--- src/rtl/fir_spi_pkg.sv ---
// Shared types and defaults for the FIR-SPI sample path.
package fir_spi_pkg;

    localparam int SPI_WORD_BITS = 16;
    localparam int FRAME_SAMPLES = 1000;

    typedef enum logic [1:0] {
        IDLE,
        SHIFT_LO,
        SHIFT_HI,
        HOLD
    } tx_state_t;

endpackage

--- src/rtl/flex_counter.sv ---
// Up-counter with sync clear and programmable wrap value; wraps to 0 after rollover_val.
module flex_counter #(
    parameter int NUM_CNT_BITS = 4
) (
    input  logic                    clk,
    input  logic                    n_rst,
    input  logic                    clear,
    input  logic                    count_enable,
    input  logic [NUM_CNT_BITS-1:0] rollover_val,
    output logic [NUM_CNT_BITS-1:0] count_out
);

    always_ff @(posedge clk or negedge n_rst) begin
        if (!n_rst)
            count_out <= '0;
        else if (clear)
            count_out <= '0;
        else if (count_enable)
            count_out <= (count_out == rollover_val) ? '0 : count_out + NUM_CNT_BITS'(1);
    end

endmodule

--- src/rtl/spi_tx_shifter.sv ---
// Parallel-load, MSB-first shift register; load wins over shift.
module spi_tx_shifter #(
    parameter int DATA_WIDTH = 16
) (
    input  logic                  clk,
    input  logic                  n_rst,
    input  logic                  load,
    input  logic                  shift_enable,
    input  logic [DATA_WIDTH-1:0] par_in,
    output logic                  msb
);

    logic [DATA_WIDTH-1:0] shreg;

    always_ff @(posedge clk or negedge n_rst) begin
        if (!n_rst)
            shreg <= '0;
        else if (load)
            shreg <= par_in;
        else if (shift_enable)
            shreg <= shreg << 1;
    end

    assign msb = shreg[DATA_WIDTH-1];

endmodule

--- src/rtl/spi_result_tx.sv ---
// SPI mode-0 master that serialises FIR result words and counts them into frames.
module spi_result_tx
    import fir_spi_pkg::*;
#(
    parameter int DATA_WIDTH  = SPI_WORD_BITS,
    parameter int CLK_DIV     = 4,
    parameter int NUM_SAMPLES = FRAME_SAMPLES,
    parameter int CNT_BITS    = 10
) (
    input  logic                  clk,
    input  logic                  n_rst,
    input  logic                  clear,
    input  logic [DATA_WIDTH-1:0] tx_data,
    input  logic                  tx_valid,
    output logic                  tx_ready,
    output logic                  sck,
    output logic                  mosi,
    output logic                  ss_n,
    output logic                  busy,
    output logic                  frame_done,
    output logic [CNT_BITS-1:0]   sample_cnt
);

    localparam int PH_BITS  = (CLK_DIV > 1) ? $clog2(CLK_DIV) : 1;
    localparam int IDX_BITS = (DATA_WIDTH > 1) ? $clog2(DATA_WIDTH) : 1;
    localparam logic [PH_BITS-1:0]  PH_LAST  = PH_BITS'(CLK_DIV - 1);
    localparam logic [CNT_BITS-1:0] CNT_LAST = CNT_BITS'(NUM_SAMPLES - 1);

    tx_state_t           state, state_next;
    logic [PH_BITS-1:0]  phase;
    logic [IDX_BITS-1:0] bit_idx;
    logic                phase_done, last_bit, load, shift_en, word_done, msb;

    assign tx_ready   = (state == IDLE) && !clear;
    assign load       = tx_valid && tx_ready;
    assign phase_done = (state != IDLE) && (phase == PH_LAST);
    assign last_bit   = (bit_idx == '0);
    // Shift as the rising edge is issued so msb already holds the next bit
    // by the time the falling edge needs it.
    assign shift_en   = (state == SHIFT_LO) && phase_done && !clear;
    assign word_done  = (state == HOLD) && phase_done && !clear;
    assign busy       = !ss_n;

    spi_tx_shifter #(.DATA_WIDTH(DATA_WIDTH)) u_shifter (
        .clk          (clk),
        .n_rst        (n_rst),
        .load         (load),
        .shift_enable (shift_en),
        .par_in       (tx_data),
        .msb          (msb)
    );

    flex_counter #(.NUM_CNT_BITS(PH_BITS)) u_phase_cnt (
        .clk          (clk),
        .n_rst        (n_rst),
        .clear        (clear || (state_next != state)),
        .count_enable (state != IDLE),
        .rollover_val (PH_LAST),
        .count_out    (phase)
    );

    flex_counter #(.NUM_CNT_BITS(CNT_BITS)) u_sample_cnt (
        .clk          (clk),
        .n_rst        (n_rst),
        .clear        (clear),
        .count_enable (word_done),
        .rollover_val (CNT_LAST),
        .count_out    (sample_cnt)
    );

    always_ff @(posedge clk or negedge n_rst) begin
        if (!n_rst)
            state <= IDLE;
        else
            state <= state_next;
    end

    always_comb begin
        state_next = state;
        case (state)
            IDLE:     if (load)       state_next = SHIFT_LO;
            SHIFT_LO: if (phase_done) state_next = SHIFT_HI;
            SHIFT_HI: if (phase_done) state_next = last_bit ? HOLD : SHIFT_LO;
            HOLD:     if (phase_done) state_next = IDLE;
            default:                  state_next = IDLE;
        endcase
        if (clear)
            state_next = IDLE;
    end

    always_ff @(posedge clk or negedge n_rst) begin
        if (!n_rst)
            bit_idx <= '0;
        else if (load)
            bit_idx <= IDX_BITS'(DATA_WIDTH - 1);
        else if ((state == SHIFT_HI) && phase_done && !last_bit)
            bit_idx <= bit_idx - IDX_BITS'(1);
    end

    // Link outputs are registered from the next state so they line up with it.
    always_ff @(posedge clk or negedge n_rst) begin
        if (!n_rst) begin
            ss_n       <= 1'b1;
            sck        <= 1'b0;
            mosi       <= 1'b0;
            frame_done <= 1'b0;
        end else begin
            ss_n       <= (state_next == IDLE);
            sck        <= (state_next == SHIFT_HI);
            frame_done <= word_done && (sample_cnt == CNT_LAST);
            if (state_next == IDLE)
                mosi <= 1'b0;
            else if (load)
                mosi <= tx_data[DATA_WIDTH-1];
            else if ((state == SHIFT_HI) && (state_next == SHIFT_LO))
                mosi <= msb;
        end
    end

endmodule

--- config.mk ---
export PLATFORM = sky130hd
export DESIGN_NAME = spi_result_tx
export DESIGN_NICKNAME = d
export VERILOG_FILES = /design/src/rtl/fir_spi_pkg.sv /design/src/rtl/flex_counter.sv /design/src/rtl/spi_tx_shifter.sv /design/src/rtl/spi_result_tx.sv
export SDC_FILE = /design/constraint.sdc
export NUM_CORES = 1
export LEC_CHECK = 0
export ABC_AREA = 1
export CORE_UTILIZATION = 53
export DETAILED_ROUTE_END_ITERATION = 6
export GPL_ROUTABILITY_DRIVEN = 0
export GPL_TIMING_DRIVEN = 0
export PLACE_DENSITY = 0.86
export RECOVER_POWER = 100
export SETUP_SLACK_MARGIN = 0.4
export SYNTH_ARGS = -nofsm -noshare
export SYNTH_HDL_FRONTEND = slang
export SYNTH_HIERARCHICAL = 1
export SYNTH_SLANG_ARGS = --single-unit
--- constraint.sdc ---
create_clock -name clk -period 2.58 [get_ports clk]
set_clock_uncertainty 0.1 [all_clocks]
set_input_delay 0.774 -clock clk [delete_from_list [all_inputs] [get_ports clk]]
set_output_delay 0.774 -clock clk [all_outputs]
set_load 0.02 [all_outputs]
==> impl_metrics.json <==
{
  "cts_tree": "done",
  "drc": 0,
  "detail_route.wl_per_cell_um": 10.9,
  "yosys-top-cells-area": "dfrtp_1 42%, nand2_1 16%, nand3_1 9.3%",
  "critPathCaptureType": "flop",
  "numCtsBuffers": 5,
  "layout_commonest_cell": "nand2_1",
  "rsz0062_at_grt": "true",
  "ys_ff_latch": 38,
  "hold_ws_ns": 0.385,
  "power.total_mw": 1.51,
  "antenna_found_initial": 0,
  "final_cell_mix": "93 x nand2_1, 42 x nand3_1, 39 x inv_1",
  "ir_drop_mv": 0.400,
  "place_area_um2": 2700,
  "status": "finished clean",
  "io_pins": 36,
  "area_growth_pct": 25.8,
  "maxCapViolCount": 0,
  "area.sequential_um2": 953,
  "nNetsFinal": 388,
  "fin_area_um2": 2790,
  "final_max_slew_viol_count": 0,
  "vias_per_cell": 4.85,
  "layout_setup_ws_ns": 0.274,
  "synth_top_area_share_pct": 41.8,
  "yosysTopAreaCell": "dfrtp_1",
  "leakage_nw": 1.51,
  "start_kind": "primary input",
  "syn-cell-area_um2": 2220,
  "setup_tns_ns": 0,
  "drive_gt1_share_pct": 9.02,
  "worstSkewPairLatency_ns": 0.29,
  "numClockSinks": 38,
  "critPathMaxFanout": 10,
  "criticalPathCategory": "primary input to flop",
  "power.density_nw_per_um2": 540,
  "path_delay_family": "buffers and inverters",
  "hold_violations": 0,
  "fin_util_pct": 69.8,
  "gr-total-overflow": 0,
  "syn_inst": 300,
  "ys_seq_area_share_pct": 42.9,
  "grt_start_max_net_pins": 39,
  "setup_viol": 0,
  "avgSynthCellArea_um2": 7.39,
  "routed_wl_um": 4550,
  "fillers": 327,
  "drt_iter0_drc": 138,
  "fin_crit_ns": 2.31,
  "yosys_warnings": 6,
  "cts.root.buffer_cell": "clkbuf_8",
  "grt_pass1_wl_um": 7490,
  "crit_buf_inv": 4,
  "cp_data_required_time_ns": 2.65,
  "crit_chain": "clkdlybuf4s50_1, inv_1, nor3_1, buf_6, nor2_2, clkbuf_2, nand2_1, nand3_1",
  "dp_cells": 406,
  "cts_buffer_depth": 2,
  "num_vias": 2018,
  "coreArea_um2": 4000,
  "dpl.hpwl_um": 3210,
  "n_antenna_cell": 0,
  "worst_pin_slew_ns": 0.940,
  "start_util_pct": 55.4,
  "period_share_pct": 89.4,
  "cp.arrival_ns": 2.38,
  "fp.dieW_um": 66.7,
  "slowest_delay_ns": 0.47,
  "multiInputGateArea_um2": 1090,
  "drtPass1Iterations": 4,
  "synth_cell_types": 30,
  "hp-class": "flop to flop",
  "clkSlewWorstSetupHoldPaths_ns": 0.07,
  "postRouteAntennaNets": 0,
  "dieArea_um2": 4450,
  "crit_slowest_cell": "clkdlybuf4s50_1",
  "rows": 23,
  "grt_util_all_layers_pct": 22.8,
  "h-tree-depth": 2,
  "die_h_um": 66.7,
  "max_freq_ghz": 0.434,
  "io_buffers": 35,
  "pre_cts_ws_ns": -0.513,
  "final_cells": 416,
  "relSlewSlack_pct": 37.4,
  "grt_pass1_vias": 1814
}
## sequential cells by signal, indices dropped and copies added (netlist names)
signal                  cells
bit_idx                     4
frame_done                  1
mosi                        1
sck                         1
ss_n                        1
state                       2
u_phase_cnt/count_out       2
u_sample_cnt/count_out     10
u_shifter/shreg            16
## cells by family after synthesis
logic type	after synthesis	synth area share, %
flops	38	42.9
compound gates	28	7.11
buf+inv	50	9.99
fa+ha+maj	3	1.69
xor+xnor	8	3.16
other cells	2	0.339
simple gates	171	34.8
## cell usage after synthesis
library cell / count
nand2_1: 92
nand3_1: 41
inv_1: 38
dfrtp_1: 37
nor2_1: 21
a21oi_1: 14
o21ai_0: 10
xor2_1: 8
inv_2: 5
ha_1: 3
nand3_2: 3
nor2_2: 3
buf_4: 2
buf_6: 2
conb_1: 2
nand2_2: 2
nand4_1: 2
o21ai_1: 2
or2_2: 2
a21oi_2: 1
buf_2: 1
clkbuf_1: 1
clkbuf_8: 1
dfstp_2: 1
nand3b_1: 1
nor2_8: 1
nor3_1: 1
nor3_4: 1
nor4_1: 1
o21bai_4: 1
## final timing paths
check	start	to	slack, ns	depth (start not counted)
min reg2reg	u_shifter/shreg[13]	u_shifter/shreg[13]	0.39	2
min in group asynchronous	n_rst	u_shifter/shreg[9]	0.51	1
min	u_shifter/shreg[13]	u_shifter/shreg[13]	0.39	2
max in group asynchronous	n_rst	state[0]	1.22	1
max	tx_valid	u_shifter/shreg[12]	0.27	8
max reg2reg	bit_idx[0]	u_shifter/shreg[12]	0.52	11
## report_power, final
part / internal, mW / switching, mW / total (mW)
logic: 0.0900 / 0.123 / 0.213
clock network: 0.387 / 0.219 / 0.606
registers: 0.646 / 0.0398 / 0.686
total: 1.12 / 0.382 / 1.51
## repair_timing
action / CTS / global route
resized for setup: 23 / 3
buffers inserted: 0 / 2
pin swaps: 1 / 1
cloned: 0 / 0
hold buffers: 0 / 0
setup endpoints to repair: 38 / 13
## worst reg2reg max path, delay by kind of cell, from the launching register on
family | cells | cell delay [ns]
fa+ha+maj | 1 | 0.21
simple gates | 7 | 0.78
buf+inv | 3 | 0.53
flops | 1 | 0.37
## layer usage
metal	share of wire [%]	global-route usage (%)	wire length [um]
met1	44	28.0	2010
met2	50	39.5	2280
met3	4.5	5.14	204
met4	1.1	6.91	50
met5	0	0	0
## final cells by class
cell class                      count  share of cell area (%)
Timing Repair Buffer               37                    11.8
Multi-Input combinational cell    233                    39.1
Clock buffer                        5                    2.47
Clock inverter                      3                    2.47
Buffer                              7                    1.93
Tap cell                           50                    2.24
Inverter                           43                    5.78
Sequential cell                    38                    34.2
Power figures use the tool's default switching activity.
